### config.mk
export PLATFORM = sky130hd
export DESIGN_NAME = btn_cmd_arbiter
export DESIGN_NICKNAME = d
export VERILOG_FILES = /design/src/rtl/calc_btn_pkg.sv /design/src/rtl/btn_debounce.sv /design/src/rtl/btn_cmd_arbiter.sv
export SDC_FILE = /design/constraint.sdc
export NUM_CORES = 1
export LEC_CHECK = 0
export ABC_AREA = 1
export CAP_MARGIN = 25
export CORE_UTILIZATION = 55
export CTS_CLUSTER_DIAMETER = 100
export DETAILED_ROUTE_END_ITERATION = 8
export PLACE_DENSITY = 0.74
export SLEW_MARGIN = 0
export SYNTH_ARGS = -nofsm -noshare
export SYNTH_HDL_FRONTEND = slang
export SYNTH_SLANG_ARGS = --single-unit
### constraint.sdc
create_clock -name clk -period 3.6 [get_ports clk]
set_input_delay 0.72 -clock clk [delete_from_list [all_inputs] [get_ports clk]]
set_output_delay 0.72 -clock clk [all_outputs]
set_load 0.1 [all_outputs]
### src/rtl/calc_btn_pkg.sv
// Shared constants and FSM state type for the calculator button arbiter.
package calc_btn_pkg;

  localparam int N_BTN  = 5;
  localparam int CODE_W = 3;

  typedef enum logic [1:0] {
    ST_IDLE    = 2'd0,
    ST_ISSUE   = 2'd1,
    ST_HOLDOFF = 2'd2
  } arb_state_t;

endpackage

### src/rtl/btn_debounce.sv
// One button channel: 2-flop synchronizer, stable-count debounce, and a
// single-cycle pulse when the debounced level goes from released to pressed.
module btn_debounce #(
  parameter int DEBOUNCE_CYCLES = 1_000_000
) (
  input  logic clk,
  input  logic rst_n,
  input  logic i_btn,
  output logic o_rise
);

  localparam int                CNT_W    = $clog2(DEBOUNCE_CYCLES);
  localparam logic [CNT_W-1:0] CNT_LAST = CNT_W'(DEBOUNCE_CYCLES - 1);

  logic             r_sync1;
  logic             r_sync2;
  logic             r_deb;
  logic             r_deb_d;
  logic [CNT_W-1:0] r_cnt;

  // Bring the raw asynchronous level into the clk domain.
  always_ff @(posedge clk or negedge rst_n) begin
    if (!rst_n) begin
      r_sync1 <= 1'b0;
      r_sync2 <= 1'b0;
    end else begin
      r_sync1 <= i_btn;
      r_sync2 <= r_sync1;
    end
  end

  // Accept a new level only after it has differed for DEBOUNCE_CYCLES edges in a row.
  always_ff @(posedge clk or negedge rst_n) begin
    if (!rst_n) begin
      r_deb <= 1'b0;
      r_cnt <= '0;
    end else if (r_sync2 == r_deb) begin
      r_cnt <= '0;
    end else if (r_cnt == CNT_LAST) begin
      r_deb <= r_sync2;
      r_cnt <= '0;
    end else begin
      r_cnt <= r_cnt + 1'b1;
    end
  end

  // Delayed copy of the debounced level for press-edge detection.
  always_ff @(posedge clk or negedge rst_n) begin
    if (!rst_n) begin
      r_deb_d <= 1'b0;
    end else begin
      r_deb_d <= r_deb;
    end
  end

  assign o_rise = r_deb & ~r_deb_d;

endmodule

### src/rtl/btn_cmd_arbiter.sv
// Debounces N_BTN buttons, latches presses as pending requests and issues
// them one at a time to the calculator core with round-robin fairness and
// an idle holdoff after every accepted command.
module btn_cmd_arbiter #(
  parameter int N_BTN           = calc_btn_pkg::N_BTN,
  parameter int DEBOUNCE_CYCLES = 1_000_000,
  parameter int HOLDOFF_CYCLES  = 4
) (
  input  logic                            clk,
  input  logic                            rst_n,
  input  logic [N_BTN-1:0]                btn,
  input  logic                            cmd_ready,
  input  logic                            clr_overrun,
  output logic                            cmd_valid,
  output logic [calc_btn_pkg::CODE_W-1:0] cmd_code,
  output logic [N_BTN-1:0]                pending,
  output logic [N_BTN-1:0]                overrun
);

  import calc_btn_pkg::*;

  localparam int               HO_W    = (HOLDOFF_CYCLES > 1) ? $clog2(HOLDOFF_CYCLES) : 1;
  localparam logic [HO_W-1:0] HO_LAST = HO_W'(HOLDOFF_CYCLES - 1);

  arb_state_t        r_state, w_state_next;
  logic              r_cmd_valid, w_valid_next;
  logic [CODE_W-1:0] r_cmd_code, w_code_next;
  logic [CODE_W-1:0] r_last_grant, w_last_next;
  logic [HO_W-1:0]   r_ho_cnt, w_ho_next;
  logic              w_accept;

  logic [N_BTN-1:0]  w_rise;
  logic [N_BTN-1:0]  r_pending, w_pend_next;
  logic [N_BTN-1:0]  r_overrun, w_ovr_next;
  logic [N_BTN-1:0]  w_clr;

  logic [CODE_W-1:0] w_idx;
  logic [CODE_W-1:0] w_pick;
  logic              w_found;

  generate
    for (genvar gi = 0; gi < N_BTN; gi++) begin : g_chan
      btn_debounce #(
        .DEBOUNCE_CYCLES (DEBOUNCE_CYCLES)
      ) u_debounce (
        .clk    (clk),
        .rst_n  (rst_n),
        .i_btn  (btn[gi]),
        .o_rise (w_rise[gi])
      );

      // A press landing on the same edge as this channel's grant clear re-arms it.
      assign w_clr[gi]       = w_accept && (r_cmd_code == CODE_W'(gi));
      assign w_pend_next[gi] = w_rise[gi] | (r_pending[gi] & ~w_clr[gi]);
      assign w_ovr_next[gi]  = (w_rise[gi] & r_pending[gi] & ~w_clr[gi])
                             | (r_overrun[gi] & ~clr_overrun);
    end
  endgenerate

  // Round-robin pick: first pending channel after the last granted one.
  always_comb begin
    w_idx   = r_last_grant;
    w_pick  = '0;
    w_found = 1'b0;
    for (int k = 0; k < N_BTN; k++) begin
      w_idx = (w_idx == CODE_W'(N_BTN - 1)) ? '0 : w_idx + 1'b1;
      if (!w_found && r_pending[w_idx]) begin
        w_found = 1'b1;
        w_pick  = w_idx;
      end
    end
  end

  // Next-state and command outputs for the issue/handshake/holdoff sequence.
  always_comb begin
    w_state_next = r_state;
    w_valid_next = r_cmd_valid;
    w_code_next  = r_cmd_code;
    w_last_next  = r_last_grant;
    w_ho_next    = r_ho_cnt;
    w_accept     = 1'b0;
    case (r_state)
      ST_IDLE: begin
        if (|r_pending) begin
          w_code_next  = w_pick;
          w_valid_next = 1'b1;
          w_state_next = ST_ISSUE;
        end
      end
      ST_ISSUE: begin
        if (cmd_ready) begin
          w_accept     = 1'b1;
          w_last_next  = r_cmd_code;
          w_valid_next = 1'b0;
          w_ho_next    = '0;
          w_state_next = ST_HOLDOFF;
        end
      end
      ST_HOLDOFF: begin
        w_valid_next = 1'b0;
        if (r_ho_cnt == HO_LAST) begin
          w_ho_next    = '0;
          w_state_next = ST_IDLE;
        end else begin
          w_ho_next = r_ho_cnt + 1'b1;
        end
      end
      default: begin
        w_valid_next = 1'b0;
        w_state_next = ST_IDLE;
      end
    endcase
  end

  // FSM state, registered command outputs and grant history.
  always_ff @(posedge clk or negedge rst_n) begin
    if (!rst_n) begin
      r_state      <= ST_IDLE;
      r_cmd_valid  <= 1'b0;
      r_cmd_code   <= '0;
      r_last_grant <= CODE_W'(N_BTN - 1);
      r_ho_cnt     <= '0;
    end else begin
      r_state      <= w_state_next;
      r_cmd_valid  <= w_valid_next;
      r_cmd_code   <= w_code_next;
      r_last_grant <= w_last_next;
      r_ho_cnt     <= w_ho_next;
    end
  end

  // Per-channel request and sticky lost-press flags.
  always_ff @(posedge clk or negedge rst_n) begin
    if (!rst_n) begin
      r_pending <= '0;
      r_overrun <= '0;
    end else begin
      r_pending <= w_pend_next;
      r_overrun <= w_ovr_next;
    end
  end

  assign cmd_valid = r_cmd_valid;
  assign cmd_code  = r_cmd_code;
  assign pending   = r_pending;
  assign overrun   = r_overrun;

endmodule

==> results.md <==
- Synth warn: 0
- Multi-input logic area: 2947 um^2
- Reg2Reg Launch Point: r_last_grant[0]
- Post-DR vias/cell: 5.318
- Pleak: 3.655 nW
- RSZ-0062 raised after global routing: false
- Die span in x: 114.8 um
- Crit end category: flip-flop
- Post-synthesis adder-cell area fraction: 0.02505
- Reg2Reg Setup Slack: 350 ps
- CP startpoint kind: flip-flop
- # DRC: 0
- Largest net degree at the start of global routing: 84
- # Post-CTS Setup Buffers: 0
- Relative slew slack: 0.3442
- Fin Setup TNS: 0 ps
- Worst VDD drop: 0.0005347 V
- Share of layout cells above drive strength 1: 0.07473
- Clock Skew: 8.276 ps
- H-tree levels: 4
- First-pass GRT wire length: 24.87 mm
- Cells after synthesis: 856
- ANT cells: 0
- Core Util, Final: 0.6598
- Synth Register Bits: 141
- Final hold violation count: 0
- Compound-Gate Fraction of Synth Area: 0.1007
- Syn avg cell area: 8.169 um^2
- Largest family of logic cells by synthesized area: simple AND/OR/NAND/NOR gates
- Number of global-route vias before repair: 5652
- Post-DP HPWL: 10.24 mm
- Worst EP arrival: 3620 ps
- Clock transition at path regs: 60 ps
- Core Rows: 40
- Clock Latency Late Sink: 420 ps
- Critical Path RT: 3960 ps
- Final Net Count: 920
- Synth Area in XOR/XNOR: 0.02881
- Simple-gate share of the synthesized area: 0.2580
- Worst R2R End: cmd_code[1]
- Top delay family on crit path: simple AND/OR/NAND/NOR gates
- Core area: 12210 um^2
- Crit-path cells: inv_1 -> ha_1 -> nand2_1 -> nand2_4 -> ha_4 -> inv_1 -> ha_1 -> or2_2 -> nand3_1 -> nand2_2 -> nor2_1 -> nand2_1 -> nand2_2 -> nand2_2 -> nand2_2 -> nand2_1 -> nand2_1 -> nand2_1 -> nor2_2 -> nand3_1 -> nand2_1 -> nand2_1 -> nand2_1
- Global-route total usage across every layer: 0.2431
- Die ar.: 13170 um^2
- Yosys cell types: 38
- Synthesized cell area: 6993 um^2
- Register Area: 3531 um^2
- Initial DRC count: 361
- Mean routed wirelength per cell: 13.31 um
- Setup Viol. Count Final: 0
- CP dominant cell by count: nand2_1
- CP Max Fanout: 9
- Port bufs: 22
- Post-layout min period: 3253 ps
- Slew @ Worst Pin: 980.6 ps
- Vias: 5733
- Post-DRT Antenna Nets: 0
- Initial Util: 0.5726
- Critical path class: reg -> reg
- Clk sinks: 141
- CTS tree: yes
- Peak Freq: 307.5 MHz
- Crit path largest cell delay: 400 ps
- Min-Delay Path Class: in -> async
- Syn Nets: 879
- Top Ports: 23
- Worst-path cell with the longest stage delay: dfrtp_2
- Die height: 114.8 um
- Cts bufs inserted: 17
- Slew Limit Fails: 0
- Reg2reg path depth: 23
- Register area share after synthesis: 0.5047
- WP buf/inv: 2
- Final RePlAce weighted congestion: 0.8893
- Aggregate global routing overflow: 0
- Fraction of synthesized area in multiplexers: 0.004831
- Initial antenna violation count: 0
- Maxcap violations: 0
- Layout area overhead: 15.23%
- Status: completed
- Final worst-path cycle share: 0.9035
- Drt pass-1 iters: 5
- Detailed Route WL: 14.34 mm
- CTS Root Cell: clkbuf_16
- Power Dens Cells: 778.8 nW/um^2
- Clock tree buffer depth: 2
- Fillers: 1047
[cells in the final DEF, fill, tap and decap left out, types with 3 or more instances in the layout]
cell type	synthesis	final
nor3b_1	7	7
a31oi_1	7	7
buf_4	0	8
nor2_1	113	113
nor3_1	31	31
nor4_1	11	11
xnor2_1	10	10
and3_1	4	4
o31ai_1	3	3
clkbuf_16	0	17
clkinv_2	0	3
nor2_2	3	3
mux2_2	3	3
clkdlybuf4s50_1	0	16
nand3b_1	4	4
o211ai_1	3	3
o21ai_0	54	54
inv_1	140	140
nand2_2	7	7
o22ai_1	4	4
bufinv_16	0	3
nand3_1	57	57
nand4_1	18	18
dfrtp_1	140	139
ha_1	14	13
or2_2	4	4
nand2_1	142	141
xor2_1	13	13
a21oi_1	45	45
clkinvlp_4	0	3
[report_power, final]
part	switching (mW)	internal [mW]	total [mW]
clock	0.662	1.11	1.77
combinational	1.84	0.807	2.65
sequential	0.161	1.70	1.86
[layout make-up]
class                      instances  area share
clock inverter                    13     0.02019
sequential                       141      0.4382
clock buffer                      19     0.05497
multi-input combinational        570      0.3657
tap                              168     0.02609
inverter                         142     0.06615
timing repair buffer              25     0.02873
[kinds of logic (layout without fill, tap and decap cells)]
kind of cell	Yosys count	after routing
AND/OR/NAND/NOR	403	403
XOR/XNOR	23	23
flip-flops	141	141
adder cells (fa/ha/maj)	14	14
buffers and inverters	145	199
AO/OA/AOI/OAI	127	127
multiplexers	3	3
[sequential cells by signal, summed over array words and instances, names as in the netlist, 3 cells and up]
register / cells
pending: 5
g_chan.u_debounce.r_deb: 5
g_chan.u_debounce.r_sync2: 5
overrun: 5
g_chan.u_debounce.r_sync1: 5
cmd_code: 3
r_last_grant: 3
g_chan.u_debounce.r_deb_d: 5
g_chan.u_debounce.r_cnt: 100
[stage by stage]
stage	hold slack, ps	setup WS (ps)	area (um^2)	cells	total power, mW
after floorplan	331.2	536.3	6993	856	3.833
after global placement	339.7	269.4	7423	1046	4.364
after detailed placement	341.3	163.9	7423	1046	4.412
after CTS	359.9	158.3	8029	1078	6.201
after global routing	365.8	21.61	8058	1078	6.681
final	325.6	347.5	8058	1078	6.276
[cells in the mapped netlist]
| cell | count | area share |
|---|---|---|
| o21ai_0 | 54 | 0.039 |
| nand4_1 | 18 | 0.016 |
| o22ai_1 | 4 | 0.0036 |
| inv_2 | 2 | 0.0011 |
| a31oi_1 | 7 | 0.0063 |
| o21ai_4 | 1 | 0.0023 |
| a22oi_1 | 2 | 0.0021 |
| xnor2_1 | 10 | 0.013 |
| nand2_1 | 142 | 0.076 |
| clkbuf_1 | 3 | 0.0016 |
| and3_1 | 4 | 0.0036 |
| nand3b_1 | 4 | 0.0043 |
| nand2_2 | 7 | 0.0063 |
| o21ai_2 | 1 | 0.0013 |
| nor3_1 | 31 | 0.022 |
| nor3b_1 | 7 | 0.0075 |
| nor4_1 | 11 | 0.0098 |
| o211ai_1 | 3 | 0.0032 |
| ha_1 | 14 | 0.025 |
| dfrtp_1 | 140 | 0.50 |
| nor3b_2 | 1 | 0.0018 |
| o41ai_1 | 2 | 0.0025 |
| a21oi_2 | 1 | 0.0013 |
| or2_2 | 4 | 0.0036 |
| o21ai_1 | 1 | 0.00072 |
| mux2_2 | 3 | 0.0048 |
| dfstp_2 | 1 | 0.0038 |
| nand3_1 | 57 | 0.041 |
| nand3_4 | 1 | 0.0025 |
| xor2_1 | 13 | 0.016 |
| nor2_2 | 3 | 0.0027 |
| o32ai_1 | 1 | 0.0013 |
| inv_1 | 140 | 0.075 |
| a21oi_1 | 45 | 0.032 |
| a211oi_1 | 1 | 0.0011 |
| o31ai_1 | 3 | 0.0032 |
| nor2_1 | 113 | 0.061 |
| o21a_1 | 1 | 0.0011 |
[worst register-to-register path, cell delays in order (launching register included)]
cell,delay [ps]
dfrtp_2,400
inv_1,110
ha_1,230
nand2_1,160
nand2_4,130
ha_4,310
inv_1,70
ha_1,210
or2_2,270
nand3_1,90
nand2_2,130
nor2_1,110
nand2_1,90
nand2_2,130
nand2_2,80
nand2_2,120
nand2_1,60
nand2_1,60
nand2_1,50
nor2_2,110
nand3_1,80
nand2_1,80
nand2_1,40
nand2_1,50
[worst max path at each step]
stage                               start           to  slack (ps)  cells past startpoint
after global routing      r_last_grant[0]  cmd_code[1]          20                     23
after floorplan           r_last_grant[0]  cmd_code[0]         540                     20
after detailed placement  r_last_grant[0]  cmd_code[1]         160                     21
after CTS                 r_last_grant[0]  cmd_code[1]         160                     21
after global placement    r_last_grant[0]  cmd_code[0]         270                     20
final                     r_last_grant[0]  cmd_code[1]         350                     23
[repair_timing]
action                     CTS  global route
resized for setup            0             6
setup endpoints to repair    0             3
hold buffers                 0             0
[layer usage]
layer	wire length [um]	track usage
met5	0	0
met4	259	0.09697
met3	424	0.05113
met2	7336	0.4283
met1	6323	0.2925
Power figures use the tool's default switching activity.
